$ cat config.mk
export PLATFORM = sky130hd
export DESIGN_NAME = conv_arbiter
export DESIGN_NICKNAME = d
export VERILOG_FILES = /design/src/rtl/conv_arbiter.sv
export SDC_FILE = /design/constraint.sdc
export NUM_CORES = 1
export LEC_CHECK = 0
export CAP_MARGIN = 40
export CORE_MARGIN = 4
export CORE_UTILIZATION = 35
export DETAILED_ROUTE_END_ITERATION = 8
export GPL_TIMING_DRIVEN = 0
export PLACE_DENSITY = 0.67
export SLEW_MARGIN = 10
export SYNTH_ARGS = -nofsm -noshare
export SYNTH_HDL_FRONTEND = slang
export SYNTH_SLANG_ARGS = --single-unit
export TNS_END_PERCENT = 1
$ cat constraint.sdc
create_clock -name clk -period 3.4 [get_ports clk]
set_input_delay 0.51 -clock clk [delete_from_list [all_inputs] [get_ports clk]]
set_output_delay 0.51 -clock clk [all_outputs]
set_load 0.01 [all_outputs]
$ cat src/rtl/conv_arbiter.sv
// Round-robin front end sharing one fixed-to-float converter between NUM_REQ clients.
// Optional: define CONV_ZERO_BYPASS_EN to answer zero operands directly without the converter.
module conv_arbiter #(
    parameter int NUM_REQ     = 4,
    parameter int ID_W        = $clog2(NUM_REQ),
    parameter int CONV_CYCLES = 40
) (
    input  logic                 clk,
    input  logic                 rst_n,
    input  logic [NUM_REQ-1:0]   req,
    input  logic [NUM_REQ*32-1:0] req_fixed,
    input  logic [NUM_REQ*8-1:0] req_exp,
    output logic [NUM_REQ-1:0]   grant,
    output logic [31:0]          conv_fixed,
    output logic [7:0]           conv_exp,
    output logic                 conv_load,
    input  logic [31:0]          conv_float,
    output logic                 rsp_valid,
    input  logic                 rsp_ready,
    output logic [ID_W-1:0]      rsp_id,
    output logic [31:0]          rsp_float,
    output logic                 busy
);

    localparam int CNT_W = (CONV_CYCLES > 1) ? $clog2(CONV_CYCLES) : 1;

    typedef enum logic [1:0] {IDLE, LOAD, WAIT, RESP} state_t;

    state_t            state_q, state_d;
    logic [ID_W-1:0]   rr_ptr_q, rr_ptr_d;
    logic [CNT_W-1:0]  cnt_q, cnt_d;
    logic [31:0]       conv_fixed_q, conv_fixed_d;
    logic [7:0]        conv_exp_q, conv_exp_d;
    logic [ID_W-1:0]   rsp_id_q, rsp_id_d;
    logic [31:0]       rsp_float_q, rsp_float_d;
    logic              conv_load_q, conv_load_d;
    logic              rsp_valid_q, rsp_valid_d;
    logic              busy_q, busy_d;

    logic              found;
    logic [ID_W-1:0]   sel;
    logic [31:0]       sel_fixed;
    logic [7:0]        sel_exp;
    logic [NUM_REQ-1:0] grant_w;
    int unsigned       idx;

    // Rotating-priority scan starting at rr_ptr; first asserted request wins.
    always_comb begin
        found     = 1'b0;
        sel       = '0;
        sel_fixed = '0;
        sel_exp   = '0;
        idx       = 0;
        for (int unsigned i = 0; i < NUM_REQ; i++) begin
            idx = (32'(rr_ptr_q) + i) % NUM_REQ;
            if (!found && req[idx]) begin
                found     = 1'b1;
                sel       = ID_W'(idx);
                sel_fixed = req_fixed[32*idx +: 32];
                sel_exp   = req_exp[8*idx +: 8];
            end
        end
    end

    always_comb begin
        grant_w = '0;
        if (state_q == IDLE && found && rst_n) begin
            grant_w[sel] = 1'b1;
        end
    end

    always_comb begin
        state_d      = state_q;
        rr_ptr_d     = rr_ptr_q;
        cnt_d        = cnt_q;
        conv_fixed_d = conv_fixed_q;
        conv_exp_d   = conv_exp_q;
        rsp_id_d     = rsp_id_q;
        rsp_float_d  = rsp_float_q;
        case (state_q)
            IDLE: begin
                if (found) begin
                    conv_fixed_d = sel_fixed;
                    conv_exp_d   = sel_exp;
                    rsp_id_d     = sel;
                    rr_ptr_d     = ID_W'((32'(sel) + 32'd1) % NUM_REQ);
                    state_d      = LOAD;
`ifdef CONV_ZERO_BYPASS_EN
                    if (sel_fixed == '0) begin
                        rsp_float_d = '0;
                        state_d     = RESP;
                    end
`endif
                end
            end
            LOAD: begin
                cnt_d   = CNT_W'(CONV_CYCLES - 1);
                state_d = WAIT;
            end
            WAIT: begin
                if (cnt_q == '0) begin
                    rsp_float_d = conv_float;
                    state_d     = RESP;
                end else begin
                    cnt_d = cnt_q - CNT_W'(1);
                end
            end
            RESP: begin
                if (rsp_ready) begin
                    state_d = IDLE;
                end
            end
            default: state_d = IDLE;
        endcase
        // Output flops are decoded from the next state so they line up with the state register.
        conv_load_d = (state_d == LOAD);
        rsp_valid_d = (state_d == RESP);
        busy_d      = (state_d != IDLE);
    end

    always_ff @(posedge clk or negedge rst_n) begin
        if (!rst_n) begin
            state_q      <= IDLE;
            rr_ptr_q     <= '0;
            cnt_q        <= '0;
            conv_fixed_q <= '0;
            conv_exp_q   <= '0;
            rsp_id_q     <= '0;
            rsp_float_q  <= '0;
            conv_load_q  <= 1'b0;
            rsp_valid_q  <= 1'b0;
            busy_q       <= 1'b0;
        end else begin
            state_q      <= state_d;
            rr_ptr_q     <= rr_ptr_d;
            cnt_q        <= cnt_d;
            conv_fixed_q <= conv_fixed_d;
            conv_exp_q   <= conv_exp_d;
            rsp_id_q     <= rsp_id_d;
            rsp_float_q  <= rsp_float_d;
            conv_load_q  <= conv_load_d;
            rsp_valid_q  <= rsp_valid_d;
            busy_q       <= busy_d;
        end
    end

    assign grant      = grant_w;
    assign conv_fixed = conv_fixed_q;
    assign conv_exp   = conv_exp_q;
    assign conv_load  = conv_load_q;
    assign rsp_valid  = rsp_valid_q;
    assign rsp_id     = rsp_id_q;
    assign rsp_float  = rsp_float_q;
    assign busy       = busy_q;

endmodule

Word level (Yosys, flattened, before mapping)
Index checks and enable logic that the tools add are counted.
Storage, ports and cells
  register bits after elaboration: 87
  output and inout port bits: 81
Operators by class
  mux-type cells: 33
  add/sub/neg operators: 5
  shift operators: 8
  reduce and logical (&&, ||, !) cells: 16
  magnitude comparators: 6
  eq/ne operators: 6
Operator list (number)
  variable part select 128 x 8 -> 32 bit: 4
  2-to-1 mux 32 bit: 4
  variable part select 32 x 6 -> 8 bit: 4
  2-to-1 mux 8 bit: 4
  < comparator 2 x 3 -> 1 bit (second input constant): 5
  2-to-1 mux 2 bit: 7
  one-hot mux 6 bit (2 select lines): 1
  2-to-1 mux 1 bit: 9
  binary-select mux 1 bit (select 2 bit): 4
  one-hot mux 2 bit (4 select lines): 1
  equality test 2 bit (second input constant): 3
  logical AND 1 bit: 6
  logical NOT 6 bit: 1
  2-to-1 mux 6 bit: 1
  AND reduction 2 bit: 3
  subtractor 6 x 1 -> 6 bit (second input constant): 1
  adder 2 x 1 -> 2 bit (second input constant): 2
  adder 2 bit (second input constant): 2
  equality test 2 x 1 -> 1 bit (second input constant): 2
  2-to-1 mux 4 bit: 1
  nonzero test 2 bit: 2
  logical NOT 1 bit: 3
  demux 1 bit (select 2 bit): 1
  >= comparator 2 x 1 -> 1 bit (second input constant): 1
  2 further kinds: 2

Depth between registers and ports, before layout
  depth in word-level cells: 17
  depth in mapped cells: 9
  gate-level depth less buffers: 7

Worst setup path before layout
No wires, ideal clock.
  kind: reg2out
  start: reg rr_ptr_q[0]
  end: out grant[1]
  setup slack: 1329 ps
  arrival: 1561 ps
  cell stages (with the launch flop): 7
  cells stage by stage: dfrtp_1 buf_6 buf_2 buf_2 o211ai_1 or2_2 nor2_1
Between the ends
  cells in the longest elaborated chain, start to end: 17
RTL lines
  start, declared: line 30  | logic [ID_W-1:0] rr_ptr_q, rr_ptr_d;
  start signal, assigned: line 135  | rr_ptr_q <= rr_ptr_d;
  branches (longest 16 deep; another with < comparator 2 x 3 -> 1 bit)
  2-to-1 mux 4 bit (*): line 67  | if (state_q == IDLE && found && rst_n) begin
  end, declared: line 13  | output logic [NUM_REQ-1:0] grant,
Every way passes the cells marked *. The select of a mux whose other input is x is not followed.

Worst setup path after layout
  start: in req[0]
  end: out grant[2]
Between the ends
  cells in the longest elaborated chain, start to end: 17
RTL lines
  start, declared: line 10  | input logic [NUM_REQ-1:0] req,
  binary-select mux 1 bit (select 2 bit): line 56  | if (!found && req[idx]) begin
  2-to-1 mux 1 bit (implied by the code): line 56
  2-to-1 mux 1 bit: line 56
  logical NOT 1 bit: line 56
  logical AND 1 bit: line 56
  2-to-1 mux 1 bit: line 56
  logical NOT 1 bit: line 56
  logical AND 1 bit: line 56
  2-to-1 mux 1 bit: line 56
  logical NOT 1 bit: line 56
  logical AND 1 bit: line 56
  2-to-1 mux 2 bit: line 56
  < comparator 2 x 3 -> 1 bit (implied by the code) / >= comparator 2 x 1 -> 1 bit (equally long branches): line 68  | grant_w[sel] = 1'b1;
  logical AND 1 bit (implied by the code): line 68
  2-to-1 mux 1 bit (implied by the code): line 68
  demux 1 bit (select 2 bit): line 68
  2-to-1 mux 4 bit (*): line 67
Every way passes the cells marked *; elsewhere a longest branch is shown, timed or not. The select of a mux whose other input is x is not followed.

==> flow_summary.toml <==
[logic_synthesis]
synth_top_area_cell = "dfrtp_1"
synthTopCellsByCount = "mux2i_1, nand2_1, dfrtp_1"
yosysWarningCount = 0
synth_top_cells_by_area = "dfrtp_1, mux2i_1, mux4_2, nand2_1, o221ai_2"
synth.cell_area_um2 = 8380
ys_seq_elements = 87
ys.flop_type = "dfrtp_1"
synth-async-reset-ratio = 1.00
netlist_instances = 854
ys_types = 48
synth_top_area_frac = 0.260
yosysSeqAreaShare = 0.260
syn-num-nets = 1055
synth-edff-count = 0
synth_most_common_cell = "mux2i_1"
syn_avg_cell_area_um2 = 9.82

[detailed_routing]
drtIter0Drc = 532
viasPerCell = 5.62
wl_um = 31300
remaining_drc_errors = 0
via_count = 8253
wire_per_inst_um = 21.3
drt_pass1_iterations = 5
ant_nets = 0

[floorplan]
dieWidth_um = 163
placementRows = 56
coreArea_um2 = 23500
die_h_um = 163
fp.dieArea_um2 = 26500
start_util = 0.356
io_pins = 280

[sta]
skew_ns = 0.00932
worstMarginPinSlew_ns = 0.641
drv_slew = 0
finalCritPeriodShare = 0.954
final-hold-violation-count = 0
rsz0062_at_grt = "false"
finalSetupViolations = 0
fin_ws_ns = 0.158
slew_headroom = 0.569
layout_min_cycle_time_ns = 3.24
hold_slack_ns = 0.104
fmax_ghz = 0.308

[worst_hold_path]
hold_path.class = "input port to asynchronous set/reset pin"

[finish]
area_growth_pct = 42.3
drive_gt1_frac = 0.174
register_area_um2 = 2180
multi_input_area_um2 = 5760
nets = 1345
nFillCells = 2209
diodes = 0
layout.cells.non_filler = 1468

[grt]
groute.usage.overall = 0.230
grt_max_degree = 62
first_global_vias = 8477
grt_pass1_wl_um = 48000
antenna_found_initial = 4
grt_overflow = 0

[setup_path]
critPathLaunchType = "input port"
cp_max_fo = 10
cp_data_required_time_ns = 2.89
setup.worst_path.class = "input port to output port"
arrival_ns = 2.73
end_kind = "output port"

[clock_network]
clock_path_buffers = 2
clock-sinks = 87
clockRootBuffer = "clkbuf_16"
postCtsHoldBufs = 0
clk_latency_ns = 0.34
clkTransAtPathRegs_ns = 0.07
cts_tree = "done"
cts_buffers = 9
htree_num_levels = 3

[run]
maxCapViolCount = 0

[power]
ir_drop_uv = 469
power_leakage_uw = 0.00483
p_total_uw = 9570
p_per_area_nw_per_um2 = 802

[status]
status = "completed"

[place]
dp_hpwl_um = 23300
dp_cells = 1452
port_buffers = 278
gp_congestion = 0.838
dp_worst_setup_slack_ns = -0.253
-- area by class of cell --
type,instances,area share
flip-flops and latches,87,0.182
inverters,6,0.00220
clock buffers,9,0.0189
multi-input cells,679,0.483
well taps,319,0.0334
repair buffers,280,0.236
clock inverters,7,0.00860
plain buffers,81,0.0359
-- per-stage QoR --
stage	utilization	TNS, ns	cell area (um2)
3_5_place_dp	0.492	-0.511	11600
3_3_place_gp	0.491	-165.15	11600
4_1_cts	0.507	0	11900
2_1_floorplan	-	0	8380
5_1_grt	0.507	0	11900
6_report	0.507	0	11900
-- placed cells by master, fill, tap and decap left out, types with 13 or more instances in the layout --
master             n
clkdlybuf4s50_1  277
mux2i_1          198
nand2_1          170
dfrtp_1           87
buf_2             48
o21ai_0           47
o21ai_1           41
mux4_2            41
o221ai_2          39
a311oi_1          39
mux2_2            33
clkbuf_1          19
nor2_1            13
-- layer usage --
metal  wire, um  global-route usage  up-vias
met2      15000               0.378      385
met1      13300               0.305     3970
met3       2380              0.0461       50
met4        579              0.0713        8
met5         61                   0        -
li1           -                   -     3840
-- worst max-delay path, stage by stage --
cell and delay (ns):
clkdlybuf4s50_1 0.55, clkbuf_4 0.23, nor2_1 0.05, nand2_1 0.06, nand2_1 0.13, clkinvlp_4 0.17, clkbuf_4 0.22, nand3_1 0.13
nor2_1 0.13, clkdlybuf4s50_1 0.56
-- registers in the layout (all words and copies together), names as in the netlist --
register,count
busy,1
cnt_q,6
conv_exp,8
conv_fixed,32
conv_load,1
rr_ptr_q,2
rsp_float,32
rsp_id,2
rsp_valid,1
state_q,2
-- logic make-up after synthesis --
logic type                 after synthesis  synth area share
AOI/OAI and AO/OA                      189             0.184
xor gates and xnor gates                 3           0.00313
adders and majority gates                2           0.00298
buffers and inverters                   88            0.0536
DFF                                     87             0.260
muxes                                  272             0.391
and+or+nand+nor                        213             0.106
-- final timing paths --
kind,slack (ns),from,cells past startpoint,endpoint
min reg2reg,0.49,conv_fixed[12],2,conv_fixed[12]
max in group asynchronous,2.63,rst_n,2,cnt_q[1]
min,0.10,rst_n,1,conv_load
max reg2reg,0.97,rr_ptr_q[0],8,conv_fixed[25]
max,0.16,req[0],10,grant[2]
min in group clk,0.49,conv_fixed[12],2,conv_fixed[12]
-- repair_timing --
action	in CTS	in global routing
endpoints found under the setup margin	3	4
setup buffers	0	1
cloned	0	0
gates resized for setup	3	3
-- report_power, final --
group | switching (uW) | internal, uW | leakage (uW) | total, uW
Clock | 465 | 655 | 0.000162 | 1120
Sequential | 296 | 1520 | 0.00106 | 1820
Combinational | 3430 | 3210 | 0.00361 | 6630
Total | 4190 | 5380 | 0.00483 | 9570
(Power assumes the default switching activity.)
